### config.mk
export PLATFORM = sky130hd
export DESIGN_NAME = clock_time_counter_flat
export DESIGN_NICKNAME = d
export VERILOG_FILES = /design/src/rtl/clock_time_counter_if.sv /design/src/rtl/clock_time_counter.sv /design/src/flat_wrapper.sv
export SDC_FILE = /design/constraint.sdc
export NUM_CORES = 1
export LEC_CHECK = 0
export CAP_MARGIN = 20
export CORE_MARGIN = 10
export CORE_UTILIZATION = 35
export DETAILED_ROUTE_END_ITERATION = 12
export PLACE_DENSITY = 0.52
export SLEW_MARGIN = 20
export SYNTH_ARGS = -nofsm -noshare
export SYNTH_HDL_FRONTEND = slang
export SYNTH_SLANG_ARGS = --single-unit
export TNS_END_PERCENT = 20
### constraint.sdc
create_clock -name clk -period 2.25 [get_ports clk]
set_input_delay 0.225 -clock clk [delete_from_list [all_inputs] [get_ports clk]]
set_output_delay 0.225 -clock clk [all_outputs]
set_load 0.05 [all_outputs]
### src/rtl/clock_time_counter_if.sv
// clock_time_counter_if
//   Control and status bundle for the time-of-day core.
//   master: drives the user controls (run, set_mode, inc_min, inc_hr,
//           clr_sec) and observes the time fields and pulses.
//   slave : the counter core; consumes the controls and drives
//           sec/min/hr (8-bit binary) plus the sec_tick and day_roll
//           one-cycle pulses.
interface clock_time_counter_if;
  logic       run;
  logic       set_mode;
  logic       inc_min;
  logic       inc_hr;
  logic       clr_sec;
  logic [7:0] sec;
  logic [7:0] min;
  logic [7:0] hr;
  logic       sec_tick;
  logic       day_roll;

  modport master (
    output run, set_mode, inc_min, inc_hr, clr_sec,
    input  sec, min, hr, sec_tick, day_roll
  );

  modport slave (
    input  run, set_mode, inc_min, inc_hr, clr_sec,
    output sec, min, hr, sec_tick, day_roll
  );
endinterface

### src/rtl/clock_time_counter.sv
// clock_time_counter
//   Divides clk down to a one-second tick and keeps seconds, minutes and
//   hours as binary counts for the downstream BCD converters.
//   Ports:
//     clk   - system clock, all state updates on the rising edge
//     reset - synchronous, active-high; clears counts, prescaler, pulses
//     bus   - clock_time_counter_if.slave
//             run      : 1 = timekeeping enabled, 0 = everything holds
//             set_mode : 1 = adjust mode (prescaler parked at 0, no ticks)
//             inc_min / inc_hr / clr_sec : single-cycle adjust pulses,
//                        honoured only in adjust mode
//             sec/min/hr : binary counts, unused upper bits are 0
//             sec_tick : high in the cycle a new seconds value appears
//             day_roll : high in the cycle hr wraps to 0 through carry
//   Parameters:
//     TICK_DIV - clk cycles per second tick (>= 2)
//     HOUR_MAX - last hour before wrap to 0 (fits in 5 bits)
module clock_time_counter #(
  parameter int TICK_DIV = 50_000_000,
  parameter int HOUR_MAX = 23
) (
  input  logic                 clk,
  input  logic                 reset,
  clock_time_counter_if.slave  bus
);

  localparam int                PSC_W    = $clog2(TICK_DIV);
  localparam logic [PSC_W-1:0]  PSC_LAST = PSC_W'(TICK_DIV - 1);
  localparam logic [5:0]        SEC_LAST = 6'd59;
  localparam logic [5:0]        MIN_LAST = 6'd59;
  localparam logic [4:0]        HR_LAST  = 5'(HOUR_MAX);

  // The operating mode is decoded straight from set_mode; there is no
  // separate mode register, so a mode change takes effect on the very
  // edge that samples it.
  typedef enum logic {
    MODE_RUN = 1'b0,
    MODE_SET = 1'b1
  } mode_e;

  mode_e mode;
  assign mode = bus.set_mode ? MODE_SET : MODE_RUN;

  logic [PSC_W-1:0] psc_q, psc_d;
  logic [5:0]       sec_q, sec_d;
  logic [5:0]       min_q, min_d;
  logic [4:0]       hr_q,  hr_d;
  logic             sec_tick_q, sec_tick_d;
  logic             day_roll_q, day_roll_d;

  always_comb begin
    // NOTE: every signal gets a default before any branch so that no path
    // leaves one unassigned; otherwise synthesis infers a latch.
    psc_d      = psc_q;
    sec_d      = sec_q;
    min_d      = min_q;
    hr_d       = hr_q;
    sec_tick_d = 1'b0;
    day_roll_d = 1'b0;

    unique case (mode)
      MODE_SET: begin
        // Parked prescaler means the first tick after leaving adjust mode
        // comes a full TICK_DIV cycles later. A terminal count coinciding
        // with entry into adjust mode is dropped here as well.
        psc_d = '0;
        if (bus.inc_min) min_d = (min_q == MIN_LAST) ? 6'd0 : min_q + 6'd1;
        if (bus.inc_hr)  hr_d  = (hr_q  == HR_LAST)  ? 5'd0 : hr_q  + 5'd1;
        if (bus.clr_sec) sec_d = 6'd0;
      end

      MODE_RUN: begin
        if (bus.run) begin
          if (psc_q == PSC_LAST) begin
            psc_d      = '0;
            sec_tick_d = 1'b1;
            // Whole carry chain resolves in one edge so the display never
            // sees a half-updated time such as min=60.
            if (sec_q == SEC_LAST) begin
              sec_d = 6'd0;
              if (min_q == MIN_LAST) begin
                min_d = 6'd0;
                if (hr_q == HR_LAST) begin
                  hr_d       = 5'd0;
                  day_roll_d = 1'b1;
                end else begin
                  hr_d = hr_q + 5'd1;
                end
              end else begin
                min_d = min_q + 6'd1;
              end
            end else begin
              sec_d = sec_q + 6'd1;
            end
          end else begin
            psc_d = psc_q + PSC_W'(1);
          end
        end
      end

      default: ;
    endcase
  end

  always_ff @(posedge clk) begin
    // NOTE: state registers use non-blocking assignments so every flop
    // samples the pre-edge values regardless of statement order.
    if (reset) begin
      psc_q      <= '0;
      sec_q      <= '0;
      min_q      <= '0;
      hr_q       <= '0;
      sec_tick_q <= 1'b0;
      day_roll_q <= 1'b0;
    end else begin
      psc_q      <= psc_d;
      sec_q      <= sec_d;
      min_q      <= min_d;
      hr_q       <= hr_d;
      sec_tick_q <= sec_tick_d;
      day_roll_q <= day_roll_d;
    end
  end

  // Upper bits tied low keep each BCD converter input within 0..99.
  assign bus.sec      = {2'b00, sec_q};
  assign bus.min      = {2'b00, min_q};
  assign bus.hr       = {3'b000, hr_q};
  assign bus.sec_tick = sec_tick_q;
  assign bus.day_roll = day_roll_q;

endmodule

### src/flat_wrapper.sv
// flat-port wrapper written by rule: the top's interface ports become plain ports
module clock_time_counter_flat 
#(
  parameter int TICK_DIV = 50_000_000,
  parameter int HOUR_MAX = 23
)
  (clk, reset, bus_run, bus_set_mode, bus_inc_min, bus_inc_hr, bus_clr_sec, bus_sec, bus_min, bus_hr, bus_sec_tick, bus_day_roll);
  clock_time_counter_if bus_i ();
  input  logic clk;
  input  logic reset;
  input wire logic [$bits(bus_i.run)-1:0] bus_run;
  input wire logic [$bits(bus_i.set_mode)-1:0] bus_set_mode;
  input wire logic [$bits(bus_i.inc_min)-1:0] bus_inc_min;
  input wire logic [$bits(bus_i.inc_hr)-1:0] bus_inc_hr;
  input wire logic [$bits(bus_i.clr_sec)-1:0] bus_clr_sec;
  output wire logic [$bits(bus_i.sec)-1:0] bus_sec;
  output wire logic [$bits(bus_i.min)-1:0] bus_min;
  output wire logic [$bits(bus_i.hr)-1:0] bus_hr;
  output wire logic [$bits(bus_i.sec_tick)-1:0] bus_sec_tick;
  output wire logic [$bits(bus_i.day_roll)-1:0] bus_day_roll;
  assign bus_i.run = bus_run;
  assign bus_i.set_mode = bus_set_mode;
  assign bus_i.inc_min = bus_inc_min;
  assign bus_i.inc_hr = bus_inc_hr;
  assign bus_i.clr_sec = bus_clr_sec;
  assign bus_sec = bus_i.sec;
  assign bus_min = bus_i.min;
  assign bus_hr = bus_i.hr;
  assign bus_sec_tick = bus_i.sec_tick;
  assign bus_day_roll = bus_i.day_roll;
  clock_time_counter #(.TICK_DIV(TICK_DIV), .HOUR_MAX(HOUR_MAX)) u_core (.clk(clk), .reset(reset), .bus(bus_i));
endmodule
; Word level (Yosys, flattened, before mapping)
; Index checks and enable logic that the tools add are counted.
[op_classes]
add_sub_neg = 4
eq_ne = 11
muxes = 24
bitwise = 5
reduce_logical = 5
[op_table]
columns = cell, count
row1 = $mux 6, 9
row2 = $mux 26, 2
row3 = $pmux 26 s2, 1
row4 = $mux 5, 6
row5 = $add 26x1->26 const B, 1
row6 = $eq 26x26->1 const B, 1
row7 = $pmux 6 s2, 2
row8 = $add 6x1->6 const B, 2
row9 = $eq 6x6->1 const B, 2
row10 = $pmux 5 s2, 1
row11 = $ne 2x2->1 const B, 4
row12 = $ne 2x1->1 const B, 3
row13 = $reduce_or 6->1, 1
row14 = $add 5x1->5 const B, 1
row15 = $eq 5x5->1 const B, 1
row16 = $not 1->1, 5
row17 = $reduce_and 5->1, 1
row18 = $reduce_and 4->1, 1
row19 = $mux 1, 3
row20 = $reduce_and 3->1, 1
row21 = $reduce_or 3->1, 1
[totals]
regBits = 45
input_bits = 7
elab_cells = 55

; Depth between registers and ports, before layout
; Gate-level depths: netlist of run 1.
[logic_depth]
ltp_word = 7
depth_mapped = 6
mapped_depth_nobuf = 6

; Worst setup path after synthesis of run 1
; No wires, ideal clock.
[synth_path]
path_type = flip-flop to flip-flop
from = register u_core.sec_q[0]
to = register u_core.hr_q[0]
setup_time_ns = 0.121
t_arrival_ns = 2.223
t_required_ns = 2.129
slack_ns = -0.094
path_stages_with_launch = 7
n_path_buf = 0
synth_period_minus_slack_ns = 2.344
cell_sequence = dfxtp_1 > ha_1 > nand2_1 > nor3_1 > nand2_1 > o21a_4 > mux2_4
[synth_between]
elab_chain_cells = 3
[synth_lines]
columns = element, line_no
row1 = "start, declared", clock_time_counter.sv:45  ; logic [5:0] sec_q, sec_d;
row2 = "start signal, assigned", clock_time_counter.sv:110  ; sec_q <= '0;
row3 = "start signal, assigned", clock_time_counter.sv:117  ; sec_q <= sec_d;
row4 = $eq 6x6->1, clock_time_counter.sv:79  ; if (sec_q == SEC_LAST) begin
row5 = $ne 2x1->1 (no line), n/a
row6 = $reduce_and 5->1 (no line), n/a
row7 = "end signal, assigned", clock_time_counter.sv:119  ; hr_q <= hr_d;
row8 = "end, declared", clock_time_counter.sv:47  ; logic [4:0] hr_q, hr_d;
; Every way passes these cells.
; A chain may end at the register's enable or synchronous reset.

; Worst setup path after layout of run 1
[layout_path]
from = register u_core.psc_q[6]
to = register u_core.min_q[3]
[layout_between]
elab_chain_cells = 3
[layout_lines]
columns = element, line_no
row1 = "start, declared", clock_time_counter.sv:44  ; logic [PSC_W-1:0] psc_q, psc_d;
row2 = "start signal, assigned", clock_time_counter.sv:116  ; psc_q <= psc_d;
row3 = $eq 26x26->1, clock_time_counter.sv:74  ; if (psc_q == PSC_LAST) begin
row4 = $ne 2x1->1 (no line), n/a
row5 = $reduce_and 4->1 (no line), n/a
row6 = "end signal, assigned", clock_time_counter.sv:118  ; min_q <= min_d;
row7 = "end, declared", clock_time_counter.sv:46  ; logic [5:0] min_q, min_d;
; Every way passes these cells.

==> impl_metrics.yaml, run 1 <==
outcome:
  status: "finished clean"
clock_network:
  numCtsBuffers: 5
  cts_tree: "yes"
  hold_buffers: 0
  cts_setup_buffers: 0
  clock_path_buffers: 2
  post_cts_resized: 0
  clockRootBuffer: "clkbuf_8"
  clk_latency_ps: 300
  numClockSinks: 45
  clkTransAtPathRegs_ps: 90
  htreeDepth: 2
synth:
  synth_edf_count: 0
  ys_seq_area_share_pct: 36.7
  synth_seq_cells: 45
  synth_flop_cell: "dfxtp_1"
  yosys_warnings: 0
  synthArstFlopShare_pct: 0
  ys_types: 53
  syn-instance-count: 289
  synth.avg_cell_area_sq_um: 8.50
  synth_area_sq_mm: 0.00246
place:
  dpl_worst_slack_ps: 94.0
  dpl.cell_count: 416
  place.port_buffers: 25
  gp_congestion: 0.773
  dpl.hpwl_um: 4470
final_layout:
  drive_above_1_share_pct: 14.0
  layoutNonFillerInstCount: 424
  final_nets: 338
  area_delta_synth_final_pct: 22.1
  final_util_pct: 44.2
  diodes: 0
global_route:
  grt_overflow: 0
  grt_pass1_vias: 2138
  grtUsageTotal_pct: 11.2
  antenna_found_initial: 0
  grt_pass1_wl_um: 10400
  grt_max_degree: 23
setup_path:
  worstSetupEndpointType: "flop"
  path_cells: "and4bb_2, nand3_4, or3_4, or4_1, a31oi_1"
  worstPathArrival_ps: 2250
  crit_fanout: 11
  crit_family: "simple AND/OR/NAND/NOR gates"
  slowest_stage: "or4_1"
  setup.worst_path.class: "reg2reg"
  cp.required_ps: 2480
  slowest_delay_ps: 510
  cp-start-kind: "flop"
  path_buf_inv: 0
timing:
  fin_crit_sh_pct: 90.0
  tightest_slew_ps: 506
  layout_min_cycle_time_ps: 2030
  finalSetupTns_ps: 0
  report.final.slew_viol_count: 0
  max_freq_ghz: 0.494
  hold_violations: 0
  rsz0062_at_grt: "no"
  fin_skew_ps: 9.23
  slew_headroom_pct: 66.0
  setup_ws_ps: 225
  setup_viol: 0
die:
  die_x_um: 104
  coreArea_sq_mm: 0.00679
  fp.dieH_um: 104
  start_util_pct: 36.2
  rows: 30
  die_area_sq_mm: 0.0108
  ios: 33
detailed_routing:
  drt_pass1_iterations: 4
  first_iter_violations: 107
  vias_per_cell: 5.14
  vias: 2180
  drc_errors: 0
  avgRoutedWirePerCell_um: 14.2
  final_antenna_net_count: 0
  totalWireLength_um: 6010
worst_hold_path:
  hp-class: "reg2reg"
pwr:
  irDropWorstVdd_v: 0.000276
  p_leak_nw: 0.984
  power.density_mw_per_mm2: 536
  totalPowerFinal_mw: 1.61
job:
  cap_violations: 0
==> where the power goes <==
part | switching (mW) | internal [mW] | total (mW)
Combinational | 0.102 | 0.0538 | 0.156
Clock | 0.274 | 0.362 | 0.637
Sequential | 0.0136 | 0.804 | 0.817
==> layout by cell type (no fill, tap or decap), drive strengths merged, types with 3 or more instances in the layout <==
cell type / Yosys / layout
a311oi: 3 / 3
nand2b: 4 / 4
clkbuf: 7 / 7
ha: 4 / 4
a21oi: 9 / 9
dfxtp: 45 / 45
and2: 4 / 4
o31ai: 3 / 3
nand4: 8 / 8
nor3: 10 / 10
nand2: 23 / 23
or2: 4 / 4
and4: 4 / 4
mux2i: 4 / 4
nor2: 34 / 34
and3: 4 / 4
mux2: 5 / 5
clkdlybuf4s50: 0 / 25
nand3: 21 / 21
o21ai: 10 / 10
nor2b: 7 / 7
xnor2: 8 / 8
o22ai: 4 / 4
or3: 5 / 5
buf: 9 / 16
xor2: 11 / 11
conb: 1 / 7
nor4: 8 / 8
nand4b: 3 / 3
==> synthesized netlist by cell type, types with 2 or more instances <==
cell,count,area [sq um]
mux2i_1,4,40.0
nor4b_1,2,17.5
o31ai_1,3,22.5
and2_1,4,25.0
dfxtp_1,45,901
nor4_1,7,43.8
and3_1,4,25.0
inv_1,2,7.51
a31oi_1,2,12.5
nor2b_1,7,43.8
nand3_1,20,100
a21oi_1,9,45.0
or3b_2,2,17.5
and4_1,4,35.0
nand4b_1,3,26.3
nand2b_1,4,25.0
or2_2,4,25.0
nand2_1,23,86.3
buf_4,7,52.6
o211ai_1,2,15.0
ha_1,4,50.1
mux2_2,4,45.0
and4bb_2,2,25.0
nor2_1,34,128
xor2_1,11,96.3
a311oi_1,3,26.3
nor3_1,10,50.1
o22ai_1,4,25.0
a31o_2,2,17.5
or3_1,4,25.0
o21ai_0,10,50.1
xnor2_1,8,70.1
nand4_1,7,43.8
clkbuf_1,7,26.3
or4_1,2,15.0
a41oi_1,2,17.5
==> flip-flops by register name (all words and copies together) (netlist names) <==
register,count
u_core.psc_q,26
u_core.min_q,6
u_core.hr_q,5
u_core.sec_q,6
u_core.bus.sec_tick,1
u_core.bus.day_roll,1
==> cell families (layout without fill, tap and decap cells) <==
| logic type | Yosys count | in the layout | synth area share (%) |
|---|---|---|---|
| flip-flops | 45 | 45 | 36.7 |
| buffers and inverters | 18 | 51 | 4.18 |
| multiplexers | 9 | 9 | 4.07 |
| other | 1 | 7 | 0.153 |
| XOR/XNOR | 19 | 19 | 6.77 |
| AO/OA/AOI/OAI | 44 | 44 | 12.2 |
| adder cells (fa/ha/maj) | 4 | 4 | 2.04 |
| AND/OR/NAND/NOR | 149 | 149 | 34.0 |
==> stage by stage <==
| step | hold slack, ps | instance area [sq um] |
|---|---|---|
| 2_1_floorplan | 420 | 2480 |
| 3_3_place_gp | 483 | 2890 |
| 3_5_place_dp | 492 | 2890 |
| 4_1_cts | 506 | 3000 |
| 5_1_grt | 542 | 3000 |
| 6_report | 501 | 3000 |
==> layout make-up <==
cell class                 instances  area (sq um)
fill                             696          3790
multi-input combinational        232          1490
sequential                        45           901
timing repair buffer              41           370
tap                               96           120
clock buffer                       7          86.3
clock inverter                     1          30.0
inverter                           2          7.51
==> path summary, 6_finish.rpt <==
check                                startpoint              end  slack (ps)  depth (start not counted)
worst max-delay path            u_core.psc_q[6]  u_core.min_q[3]         220                          5
worst min-delay path            u_core.psc_q[1]  u_core.psc_q[1]         500                          2
worst max register to register  u_core.psc_q[6]  u_core.min_q[3]         220                          5
worst min register to register  u_core.psc_q[1]  u_core.psc_q[1]         500                          2
==> metal layers <==
layer,track usage (%),part of all wire [%],vias up
met2,17.3,44,36
met5,0,0,-
li1,-,-,1118
met1,15.0,51,1021
met4,3.68,1.1,0
met3,2.54,4.1,5
==> worst reg2reg max path, cell delays in order, from the launching register on <==
cell      delay [ps]
dfxtp_1          470
and4bb_2         310
nand3_4           80
or3_4            470
or4_1            510
a31oi_1          130
No activity file was read; power rests on OpenSTA's default activity.
==> run 2: changes to the inputs <==
--- a/config.mk
+++ b/config.mk
@@ -5,6 +5,7 @@
 export SDC_FILE = /design/constraint.sdc
 export NUM_CORES = 1
 export LEC_CHECK = 0
+export ABC_CLOCK_PERIOD_IN_PS = 2250
 export CAP_MARGIN = 20
 export CORE_MARGIN = 10
 export CORE_UTILIZATION = 35
==> results of run 2 <==
Final layout, timing and power as in run 1 (identical DEF).
==> run 3: changes to the inputs <==
--- a/config.mk
+++ b/config.mk
@@ -11,6 +11,7 @@
 export CORE_UTILIZATION = 35
 export DETAILED_ROUTE_END_ITERATION = 12
 export PLACE_DENSITY = 0.52
+export RECOVER_POWER = 25
 export SLEW_MARGIN = 20
 export SYNTH_ARGS = -nofsm -noshare
 export SYNTH_HDL_FRONTEND = slang
==> run 3 against run 2 <==
Effect of this change:
- clock power about the same
- worst setup slack worse by 1.9 ps
- clock skew down 0.89 ps
- clock-buffer cell count unchanged
- critical path depth unchanged
- non-clock buffer count unchanged
- maximum frequency about the same
- sequential share of layout area up 0.14 points
- via count up 0.41%
- critical path type unchanged
- largest cell class unchanged
==> impl_metrics.yaml, run 3 (synthesized netlist as in run 1, its figures left out) <==
setup_path:
  ff2ff_path_depth: 5
  crit_fanout: 11
  reg2reg_slack_ps: 220
  setup.worst_path.class: "reg2reg"
  cp.required_ps: 2480
  worstPathArrival_ps: 2260
  cp-start-kind: "flop"
  worstSetupEndpointType: "flop"
  r2r-start: "u_core.psc_q[6]"
  reg2reg_to: "u_core.min_q[3]"
final_layout:
  layout_common_cells: "dfxtp_1 (45), nor2_1 (34), nand2_1 (23)"
  diodes: 0
  design_area_sq_mm: 0.00299
  top_register: "u_core.psc_q"
  largest_register_ffs: 26
  final_util_pct: 44.0
  layout_commonest_cell: "dfxtp_1"
  drive_above_1_share_pct: 13.4
  largestRegisters: "u_core.psc_q x26, u_core.min_q x6, u_core.sec_q x6"
  final_nets: 338
  area_delta_synth_final_pct: 21.6
place:
  place.port_buffers: 25
  dpl.hpwl_um: 4470
  dpl_worst_slack_ps: 94.0
  gp_congestion: 0.773
  postPlaceCellArea_sq_mm: 0.00289
detailed_routing:
  drt_pass1_iterations: 4
  totalWireLength_um: 6040
  vias: 2189
  final_antenna_net_count: 0
  vias_per_cell: 5.16
  avgRoutedWirePerCell_um: 14.2
  drc_errors: 0
  first_iter_violations: 94
pwr:
  p_int_mw: 1.22
  seq_power_share_pct: 50.9
  irDropWorstVdd_v: 0.000277
  power_frac_comb_pct: 9.5
  p_leak_nw: 1.01
  power.density_mw_per_mm2: 538
  p_clk_share_pct: 39.6
  p_sw_share_pct: 24.2
  p_switching_mw: 0.389
timing:
  slew_headroom_pct: 65.0
  layout_min_cycle_time_ps: 2030
  setup_ws_ps: 223
  setup_viol: 0
  rsz0062_at_grt: "no"
  holdWs_ps: 505
  report.final.slew_viol_count: 0
  finalSetupTns_ps: 0
  fin_skew_ps: 8.35
  tightest_slew_ps: 520
  hold_violations: 0
  max_freq_ghz: 0.493
  fin_crit_sh_pct: 90.1
clock_network:
  clkTransAtPathRegs_ps: 90
  hold_buffers: 0
  clockRootBuffer: "clkbuf_8"
  clock_path_buffers: 2
  cts_tree: "yes"
  numCtsBuffers: 5
  post_cts_resized: 0
  cts_setup_buffers: 0
  htreeDepth: 2
  clk_latency_ps: 300
  numClockSinks: 45
job:
  cap_violations: 0
global_route:
  grt_pass1_vias: 2138
  grt_max_degree: 23
  antenna_found_initial: 0
  grt_overflow: 0
  grt_pass1_wl_um: 10400
  grtUsageTotal_pct: 11.2
die:
  die_x_um: 104
  ios: 33
  die_area_sq_mm: 0.0108
  start_util_pct: 36.2
  coreArea_sq_mm: 0.00679
  fp.dieH_um: 104
  rows: 30
worst_hold_path:
  hp-class: "reg2reg"
  worstHoldStart: "u_core.psc_q[1]"
  whs_path_depth: 2
  hold_end: "u_core.psc_q[1]"
outcome:
  status: "finished clean"
==> run 3: cell type report <==
type	instances	area, sq um
Clock buffer	7	86.3
Tap cell	96	120
Inverter	2	7.51
Sequential cell	45	901
Timing Repair Buffer	41	368
Multi-Input combinational cell	232	1480
Fill cell	698	3810
Clock inverter	1	30.0
==> run 3: worst max-delay path by stage <==
| stage | start | endpoint | slack, ps | cells after the start |
|---|---|---|---|---|
| CTS | u_core.psc_q[7] | u_core.min_q[3] | 230 | 5 |
| global placement | bus_set_mode | u_core.min_q[3] | 160 | 6 |
| global route | u_core.psc_q[5] | u_core.min_q[3] | 90 | 5 |
| finish | u_core.psc_q[6] | u_core.min_q[3] | 220 | 5 |
| detailed placement | bus_set_mode | u_core.min_q[3] | 90 | 6 |
| floorplan | u_core.min_q[0] | u_core.hr_q[0] | 100 | 6 |
==> run 3: through the flow <==
step,power (mW),instances
floorplan,0.953,295
global placement,0.991,416
detailed placement,0.992,416
CTS,1.64,424
global route,1.68,424
finish,1.61,424
==> run 3: metal layers <==
metal / global-route usage (%) / share of wire (%)
met1: 15.0 / 50
met2: 17.3 / 44
met3: 2.54 / 4.9
met4: 3.68 / 1.1
met5: 0 / 0
==> run 3: power by group through the flow <==
stage	logic, mW	registers, mW	clock network (mW)
finish	0.153	0.818	0.636
CTS	0.156	0.818	0.667
global placement	0.155	0.836	0
global route	0.165	0.821	0.696
floorplan	0.0996	0.854	0
detailed placement	0.155	0.836	0
==> run 3: critical path, cell delays in order (launching register included) <==
cell and delay (ps):
dfxtp_1 470, and4bb_2 300, nand3_4 80, or3_4 470, or4_1 510, a31oi_1 130
